File: config.mk
export PLATFORM = sky130hd
export DESIGN_NAME = input_device_port_flat
export DESIGN_NICKNAME = d
export VERILOG_FILES = /design/src/rtl/input_device_port_if.sv /design/src/rtl/input_device_port.sv /design/src/flat_wrapper.sv
export SDC_FILE = /design/constraint.sdc
export NUM_CORES = 1
export LEC_CHECK = 0
export BUFFER_PORTS_ARGS = -buffer_cell sky130_fd_sc_hd__buf_2
export CAP_MARGIN = 15
export CELL_PAD_IN_SITES_DETAIL_PLACEMENT = 0
export CELL_PAD_IN_SITES_GLOBAL_PLACEMENT = 1
export CORE_ASPECT_RATIO = 1.25
export CORE_UTILIZATION = 30
export DETAILED_ROUTE_END_ITERATION = 8
export MAX_ROUTING_LAYER = met4
export PLACE_DENSITY = 0.62
export SLEW_MARGIN = 40
export SYNTH_ARGS = -nofsm -noshare
export SYNTH_HDL_FRONTEND = slang
export SYNTH_SLANG_ARGS = --single-unit
File: constraint.sdc
create_clock -name clk -period 3.5 [get_ports clk]
set_input_delay 0.35 -clock clk [delete_from_list [all_inputs] [get_ports clk]]
set_output_delay 0.35 -clock clk [all_outputs]
set_load 0.03 [all_outputs]
File: src/rtl/input_device_port_if.sv
// CPU device-bus read/write signals plus the external sample handshake
// for the memory-mapped input port.
interface input_device_port_if #(
   parameter int DATA_W = 12
);
   logic [31:0]       Address;
   logic              readEn;
   logic              writeEn;
   logic [31:0]       writeData;
   logic [31:0]       readData;
   logic [DATA_W-1:0] in_data;
   logic              in_valid;
   logic              in_ready;

   // Sample handshake: a sample transfers on a rising edge where
   // in_valid and in_ready are both high; in_valid may be held across
   // cycles while in_ready is low.
   modport slave (
      input  Address, readEn, writeEn, writeData, in_data, in_valid,
      output readData, in_ready
   );

   modport master (
      output Address, readEn, writeEn, writeData, in_data, in_valid,
      input  readData, in_ready
   );
endinterface

File: src/rtl/input_device_port.sv
// Memory-mapped input peripheral: external samples are queued in a small
// FIFO and popped by CPU loads through a 16-byte register window.
module input_device_port #(
   parameter logic [31:0] BASE_ADDR = 32'h0000_7F10,
   parameter int          DATA_W    = 12,
   parameter int          DEPTH     = 4
) (
   input  logic                 clk,
   input  logic                 reset,
   input_device_port_if.slave   bus
);
   localparam int PW = $clog2(DEPTH);
   localparam int CW = PW + 1;
   localparam logic [CW-1:0] FULL_CNT = CW'(DEPTH);

   logic [DATA_W-1:0] mem_q [DEPTH];
   logic [PW-1:0]     wr_ptr_q, wr_ptr_d;
   logic [PW-1:0]     rd_ptr_q, rd_ptr_d;
   logic [CW-1:0]     count_q, count_d;
   logic              underflow_q, underflow_d;
   logic              enable_q, enable_d;
   logic [31:0]       rdata_q, rdata_d;

   logic       hit;
   logic [1:0] offset;
   logic       rd_acc, ctrl_wr, empty, full, ready;
   logic       push, pop_req, pop, flush;
   logic       unused_bits;

   assign hit     = (bus.Address[31:4] == BASE_ADDR[31:4]);
   assign offset  = bus.Address[3:2];
   // A colliding read and write honours the write and returns nothing.
   assign rd_acc  = bus.readEn & hit & ~bus.writeEn;
   assign ctrl_wr = bus.writeEn & hit & (offset == 2'd2);

   assign empty   = (count_q == '0);
   assign full    = (count_q == FULL_CNT);
   // CTRL write cycles refuse samples so a flush never drops a handshaked one.
   assign ready   = enable_q & ~full & ~ctrl_wr;
   assign bus.in_ready = ready;

   assign push    = bus.in_valid & ready;
   assign pop_req = rd_acc & (offset == 2'd0);
   assign pop     = pop_req & ~empty;
   assign flush   = ctrl_wr & bus.writeData[1];

   assign unused_bits  = ^{bus.writeData[31:3], bus.Address[1:0]};
   assign bus.readData = rdata_q;

   always_comb begin
      rdata_d = '0;
      if (rd_acc) begin
         case (offset)
            2'd0:    if (!empty) rdata_d = 32'(mem_q[rd_ptr_q]);
            2'd1:    rdata_d = 32'({count_q, enable_q, underflow_q, full, ~empty});
            2'd2:    rdata_d = {31'b0, enable_q};
            default: rdata_d = '0;
         endcase
      end
   end

   always_comb begin
      wr_ptr_d    = wr_ptr_q;
      rd_ptr_d    = rd_ptr_q;
      count_d     = count_q;
      enable_d    = enable_q;
      underflow_d = underflow_q;
      if (flush) begin
         wr_ptr_d = '0;
         rd_ptr_d = '0;
         count_d  = '0;
      end else begin
         if (push) wr_ptr_d = wr_ptr_q + PW'(1);
         if (pop)  rd_ptr_d = rd_ptr_q + PW'(1);
         case ({push, pop})
            2'b10:   count_d = count_q + CW'(1);
            2'b01:   count_d = count_q - CW'(1);
            default: count_d = count_q;
         endcase
      end
      if (ctrl_wr) enable_d = bus.writeData[0];
      if (ctrl_wr && bus.writeData[2]) underflow_d = 1'b0;
      else if (pop_req && empty)       underflow_d = 1'b1;
   end

   always_ff @(posedge clk) begin
      if (reset) begin
         wr_ptr_q    <= '0;
         rd_ptr_q    <= '0;
         count_q     <= '0;
         underflow_q <= 1'b0;
         enable_q    <= 1'b0;
         rdata_q     <= '0;
      end else begin
         wr_ptr_q    <= wr_ptr_d;
         rd_ptr_q    <= rd_ptr_d;
         count_q     <= count_d;
         underflow_q <= underflow_d;
         enable_q    <= enable_d;
         rdata_q     <= rdata_d;
      end
   end

   // Storage needs no reset: entries are only visible through count_q.
   always_ff @(posedge clk) begin
      if (push) mem_q[wr_ptr_q] <= bus.in_data;
   end
endmodule

File: src/flat_wrapper.sv
// flat-port wrapper written by rule: the top's interface ports become plain ports
module input_device_port_flat 
#(
   parameter logic [31:0] BASE_ADDR = 32'h0000_7F10,
   parameter int          DATA_W    = 12,
   parameter int          DEPTH     = 4
)
  (clk, reset, bus_Address, bus_readEn, bus_writeEn, bus_writeData, bus_in_data, bus_in_valid, bus_readData, bus_in_ready);
  input_device_port_if #(.DATA_W(DATA_W)) bus_i ();
  input  logic clk;
  input  logic reset;
  input wire logic [$bits(bus_i.Address)-1:0] bus_Address;
  input wire logic [$bits(bus_i.readEn)-1:0] bus_readEn;
  input wire logic [$bits(bus_i.writeEn)-1:0] bus_writeEn;
  input wire logic [$bits(bus_i.writeData)-1:0] bus_writeData;
  input wire logic [$bits(bus_i.in_data)-1:0] bus_in_data;
  input wire logic [$bits(bus_i.in_valid)-1:0] bus_in_valid;
  output wire logic [$bits(bus_i.readData)-1:0] bus_readData;
  output wire logic [$bits(bus_i.in_ready)-1:0] bus_in_ready;
  assign bus_i.Address = bus_Address;
  assign bus_i.readEn = bus_readEn;
  assign bus_i.writeEn = bus_writeEn;
  assign bus_i.writeData = bus_writeData;
  assign bus_i.in_data = bus_in_data;
  assign bus_i.in_valid = bus_in_valid;
  assign bus_readData = bus_i.readData;
  assign bus_in_ready = bus_i.in_ready;
  input_device_port #(.BASE_ADDR(BASE_ADDR), .DATA_W(DATA_W), .DEPTH(DEPTH)) u_core (.clk(clk), .reset(reset), .bus(bus_i));
endmodule
==> out/results.txt, run 1 <==
Hold depth - 2
Pwr/cell area - 487.9 mW/mm2
Fin Clk Skew - 5.092 ps
Initial antenna violation count - 0
Nets - 357
Maximum clock path buffer count - 2
Worst Setup SP - bus_Address[17]
R2R depth - 8
RSZ-0062 raised after global routing - false
Pre-CTS setup slack - 648.6 ps
Area grow syn2layout - 21.66%
Avg Inst Size Synth - 14.84 um2
Antenna Violating Nets Remaining - 0
# resized after CTS - 0
Placed Area - 0.003372 mm2
CP Capture Type - flip-flop
Cts hold-fix bufs - 0
Drt total wl - 5445 um
R2R Path Start - u_core.count_q[0]
Hpwl dp - 3902 um
Wire length per cell - 13.54 um
Post-synthesis xor/xnor area fraction - 1.419%
#FFs+latches synth - 71
CTS tree - done
CTS root buffer - clkbuf_16
Ys flop type - edfxtp_1
Reg2reg setup slack - 1310 ps
Largest family of logic cells by synthesized area - simple AND/OR/NAND/NOR gates
Post-synthesis sequential area ratio - 63.44%
Die ar. - 0.01040 mm2
Critical Path RT - 3710 ps
Fmax - 0.4027 GHz
DRT iter0 DRCs - 106
Mapped Cells - 202
Multi-input logic area - 967.2 um2
Inserted Clock Buffers - 9
Fin. max-slew vios - 0
Top cells by area, synth - edfxtp_1, dfxtp_1, mux4_2, buf_4, nor2_1
Top Ports - 114
Final Cell Area - 0.003647 mm2
Clock group share of total power - 45.7%
Tot GR Track Use - 11.89%
Compound-Gate Fraction of Synth Area - 3.422%
Clk sinks - 71
Die width - 91.41 um
Clock transition at path regs - 60 ps
Slew @ Worst Pin - 684.1 ps
Post-synth EDFFs - 48
Pin count of the biggest net entering global routing - 14
Status - completed
# DRC - 0
Crit-path slowest cell - or4b_4
Overflow after GRT - 0
Final min period - 2483 ps
Max-cap violations - 0
WP data arrival - 2700 ps
Synth area leader - edfxtp_1
Final setup TNS - 0 ps
Final Setup Violations - 0
Fillcell total - 918
PnR worst setup slack - 1017 ps
Net switching power - 0.0003838 W
Max VDD drop - 0.0002104 V
First-pass detailed-route iteration total - 4
Vias post-DR - 1759
Crit Path Max Fanout - 4
Die H - 113.8 um
HP Start - bus_writeData[2]
Layout cells sized above 1 - 36.96%
Post-synth top area share - 48.08%
H-tree levels - 3
Port Buffer Count - 62
Switching Fraction - 21.57%
DP Cell Count - 386
Count of warnings emitted by yosys - 0
Crit path to - u_core.count_q[2]
Class of the worst hold path - input pin to flip-flop
Largest stage delay, worst path - 540 ps
Register area - 0.001903 mm2
Clock Latency Late Sink - 330 ps
Critical-path cell list - buf_2 -> or4b_4 -> nor4_4 -> and4_4 -> nand2_1 -> nor2_1 -> fa_1 -> and4bb_1 -> a31oi_1 -> mux2_1
Leak - 1.353 nW
# Post-CTS Setup Buffers - 0
Adder-cell share of the synthesized area - 2.337%
Core ar. - 0.009659 mm2
Mux contribution to synthesized area - 10.06%
Util after Layout - 37.76%
Post-Syn Area - 0.002998 mm2
Final Hold Viols - 0
Setup CP Type - input pin to flip-flop
Internal power - 0.001396 W
Initial Util - 31.04%
Routed vias/inst - 4.376
Placer congestion estimate - 0.7297
Post-synthesis async set-or-reset flop share - 0%
R2R Path End - u_core.count_q[2]
Global-route wire length before repair - 8790 um
Row cnt - 40
Post-route insts no fill - 402
N_diodes - 0
Seq pwr share - 50.2%
Number of global-route vias before repair - 1764
Logic gate share of total power - 4.1%
Synth Area in Simple Gates - 12.52%
Fin crit share - 70.94%
Netlist cell types - 44
Startpoint Class - input pin
Slew headroom - 54.39%
-- layout make-up --
class,instances,area share [%]
clock buffers,9,6.175
clock inverters,7,1.372
inverters,5,0.5146
multi-input cells,120,26.52
flip-flops and latches,71,52.18
well taps,126,4.322
repair buffers,64,8.919
-- power by group through the flow --
stage | clock network, W | registers (W) | logic, W
final | 0.000813 | 0.000894 | 0.0000729
after global routing | 0.000868 | 0.000894 | 0.0000795
after CTS | 0.000835 | 0.000894 | 0.0000735
after detailed placement | 0 | 0.000912 | 0.0000733
after global placement | 0 | 0.000912 | 0.0000721
after floorplan | 0 | 0.000912 | 0.0000563
-- critical path, delay by kind of cell --
kind,cells,cell delay (ps)
AOI/OAI and AO/OA,1,160
adders and majority gates,1,190
buffers and inverters,1,100
muxes,1,330
and+or+nand+nor,6,1570
-- cell usage after synthesis (2+ instances only) --
cell type / instances
a21oi_1: 4
a22oi_1: 6
a31oi_1: 2
and2_1: 5
buf_4: 21
clkbuf_1: 2
dfxtp_1: 23
edfxtp_1: 48
ha_1: 4
inv_1: 5
mux2i_1: 2
mux4_2: 12
nand2_1: 4
nor2_1: 23
nor2b_1: 6
nor3_1: 5
or4_1: 2
xnor2_1: 2
-- stage by stage --
step | total power, W | hold WS [ps]
final | 0.001780 | 211.1
after detailed placement | 0.0009850 | 522.8
after global placement | 0.0009838 | 497.8
after global routing | 0.001841 | 208.9
after CTS | 0.001802 | 203.8
after floorplan | 0.0009684 | 422.4
-- cells by family (layout without fill, tap and decap cells) --
group,count (synthesis),in the layout
adders and majority gates,5,5
buffers and inverters,30,85
and+or+nand+nor,61,61
AOI/OAI and AO/OA,15,15
xor gates and xnor gates,4,4
DFF,71,71
other,1,20
muxes,15,15
-- metal layers --
metal	wire length [um]	vias up	track usage, %
li1	-	848	-
met1	2288	841	12.87
met2	2826	63	19.95
met3	286	7	4.133
met4	44	0	4.762
met5	0	-	-
-- state kept, by name, indices dropped and copies added (netlist names), named ones only --
register and flops:
u_core.bus.readData 12, u_core.rd_ptr_q 2, u_core.underflow_q 1, u_core.count_q 3, u_core.mem_q 48, u_core.wr_ptr_q 2
u_core.enable_q 1
-- worst min-delay path by stage --
| stage | end | slack [ps] |
|---|---|---|
| 6_report | u_core.underflow_q | 210 |
| 4_1_cts | u_core.underflow_q | 200 |
| 3_5_place_dp | flip-flop | 520 |
| 5_1_grt | u_core.underflow_q | 210 |
| 3_3_place_gp | u_core.rd_ptr_q[1] | 500 |
| 2_1_floorplan | u_core.enable_q | 420 |
-- placed cells by master (no fill, tap or decap), types with 2 or more instances in the layout --
cell type and n:
mux2i_1 2, or4_1 2, buf_2 62, inv_1 5
nor2b_1 6, a21oi_1 4, a22oi_1 6, a31oi_1 2
mux4_2 12, clkinv_2 2, nor3_1 5, clkinv_4 2
clkbuf_16 9, nand2_1 4, ha_1 4, xnor2_1 2
buf_4 2, dfxtp_1 22, clkinvlp_4 3, conb_1 20
and2_1 5, edfxtp_1 48, nor2_1 23
(Power assumes the default switching activity.)
==> run 2: changes to the inputs <==
--- a/config.mk
+++ b/config.mk
@@ -5,6 +5,7 @@
 export SDC_FILE = /design/constraint.sdc
 export NUM_CORES = 1
 export LEC_CHECK = 0
+export ABC_AREA = 1
 export BUFFER_PORTS_ARGS = -buffer_cell sky130_fd_sc_hd__buf_2
 export CAP_MARGIN = 15
 export CELL_PAD_IN_SITES_DETAIL_PLACEMENT = 0
@@ -13,7 +14,7 @@
 export CORE_UTILIZATION = 30
 export DETAILED_ROUTE_END_ITERATION = 8
 export MAX_ROUTING_LAYER = met4
-export PLACE_DENSITY = 0.62
+export PLACE_DENSITY = 0.67
 export SLEW_MARGIN = 40
 export SYNTH_ARGS = -nofsm -noshare
 export SYNTH_HDL_FRONTEND = slang
==> constraint.sdc (replaced) <==
create_clock -name clk -period 2.2 [get_ports clk]
set_input_delay 0.22 -clock clk [delete_from_list [all_inputs] [get_ports clk]]
set_output_delay 0.22 -clock clk [all_outputs]
set_load 0.03 [all_outputs]
==> out/results.txt, run 2 <==
# resized after CTS - 0
DRT iter0 DRCs - 120
Crit Path Max Fanout - 3
Setup CP Type - flip-flop to flip-flop
Avg Inst Size Synth - 9.812 um2
Hpwl dp - 4815 um
Initial antenna violation count - 0
RSZ-0062 raised after global routing - false
Commonest non-fill, non-tap cell in the layout - buf_2
CP delay by family, top - compound AO/OA/AOI/OAI gates
# DRC - 0
Startpoint Class - flip-flop
Fin. max-slew vios - 0
Maximum clock path buffer count - 2
Top cells by area, synth - edfxtp_1, dfxtp_1, nand2_1, nor2_1, buf_4
Clock transition at path regs - 60 ps
Most frequent cell after synthesis - nand2_1
Final setup TNS - 0 ps
Largest reg by FF count - u_core.mem_q
# Post-CTS Setup Buffers - 0
Row cnt - 42
Top cells by count, synth - nand2_1, edfxtp_1, nor2_1
Die width - 94.93 um
Synth area leader - edfxtp_1
Cts hold-fix bufs - 0
Max VDD drop - 0.0004676 V
Status - completed
Tot GR Track Use - 13.26%
Vias post-DR - 2379
Post-synthesis async set-or-reset flop share - 0%
Critical Path RT - 2420 ps
Pin count of the biggest net entering global routing - 25
Multi-input logic area - 0.001060 mm2
Nets - 490
Crit-path slowest cell - fa_1
Max FFs per register - 48
Clock Latency Late Sink - 320 ps
Fmax - 0.5425 GHz
Global-route wire length before repair - 10740 um
Largest stage delay, worst path - 370 ps
Mapped Cells - 330
Fillcell total - 1096
Final min period - 1843 ps
Routed vias/inst - 4.397
#FFs+latches synth - 71
Placed Area - 0.003661 mm2
Commonest non-fill, non-tap cells in the layout - buf_2, nand2_1, edfxtp_1
N_diodes - 0
Post-synthesis sequential area ratio - 58.73%
CP Capture Type - flip-flop
Final Setup Violations - 0
Number of global-route vias before repair - 2318
Class of the worst hold path - input pin to flip-flop
Fin Clk Skew - 6.302 ps
Post-synth top area share - 44.51%
Antenna Violating Nets Remaining - 0
CTS root buffer - clkbuf_16
Post-Syn Area - 0.003238 mm2
Core ar. - 0.01056 mm2
Register area - 0.001902 mm2
Final Hold Viols - 0
H-tree levels - 3
Ys flop type - edfxtp_1
Initial Util - 30.66%
Max-cap violations - 0
Crit path buf inv count - 3
WP data arrival - 2060 ps
CTS tree - done
First-pass detailed-route iteration total - 4
Placer congestion estimate - 0.7712
Layout cells sized above 1 - 26.89%
Critical-path cell list - inv_1 -> a21oi_1 -> nand3_2 -> inv_4 -> nor2_1 -> fa_1 -> inv_1 -> o21bai_1 -> nand3_1 -> nand2_1 -> nor2_1
Wire length per cell - 12.61 um
Leak - 1.649 nW
Port Buffer Count - 62
Die H - 118.2 um
Die ar. - 0.01122 mm2
Inserted Clock Buffers - 9
Pwr/cell area - 721.8 mW/mm2
Top Ports - 114
Fin crit share - 83.78%
Clk sinks - 71
Drt total wl - 6823 um
Count of warnings emitted by yosys - 0
Area grow syn2layout - 21.29%
Post-synth EDFFs - 48
Final Cell Area - 0.003928 mm2
Slew @ Worst Pin - 745.8 ps
Netlist cell types - 33
Slew headroom - 50.23%
Overflow after GRT - 0
==> run 2: final timing paths <==
kind                                          from                  to  slack (ps)  cells after the start
worst max-delay path               u_core.enable_q   u_core.count_q[2]         360                     11
worst min-delay path              bus_writeData[2]  u_core.underflow_q          70                      2
worst max register to register     u_core.enable_q   u_core.count_q[2]         360                     11
worst min register to register  u_core.rd_ptr_q[0]           flip-flop         460                      2
==> run 2: kinds of logic after synthesis <==
kind of cell / Yosys count / synth area share, %
flops: 71 / 58.73
buf+inv: 68 / 10.74
fa+ha+maj: 5 / 2.164
other cells: 1 / 0.1158
simple gates: 123 / 16.65
compound gates: 62 / 11.59
==> run 2: metrics by stage <==
stage	instances	power, W	util, %	setup slack, ps	hold slack (ps)
after floorplan	349	0.001556	-	364.3	310.1
after global placement	525	0.001587	34.66	313.7	400.9
after detailed placement	525	0.001590	34.66	270.3	407.3
after CTS	541	0.002868	37.18	331.8	63.04
after global routing	541	0.002933	37.18	190.4	64.55
final	541	0.002835	37.18	356.8	66.10
==> run 2: layout make-up <==
class | instances | area share [%]
sequential | 71 | 48.42
multi-input combinational | 210 | 26.98
timing repair buffer | 71 | 9.621
clock buffer | 10 | 5.830
tap | 132 | 4.205
inverter | 41 | 3.982
clock inverter | 6 | 0.9557
==> run 2: power by group <==
part	internal [W]	switching, W
Sequential	0.00142	0.0000000000000814
Clock	0.000755	0.000518
Combinational	0.0000429	0.0000962
==> run 2: metal layers <==
metal / up-vias / share of wire, % / GRT usage, %
met5: - / 0 / -
met4: 0 / 2.2 / 5.019
met3: 10 / 6.6 / 3.732
met2: 88 / 49 / 22.08
met1: 1079 / 42 / 14.87
li1: 1202 / - / -
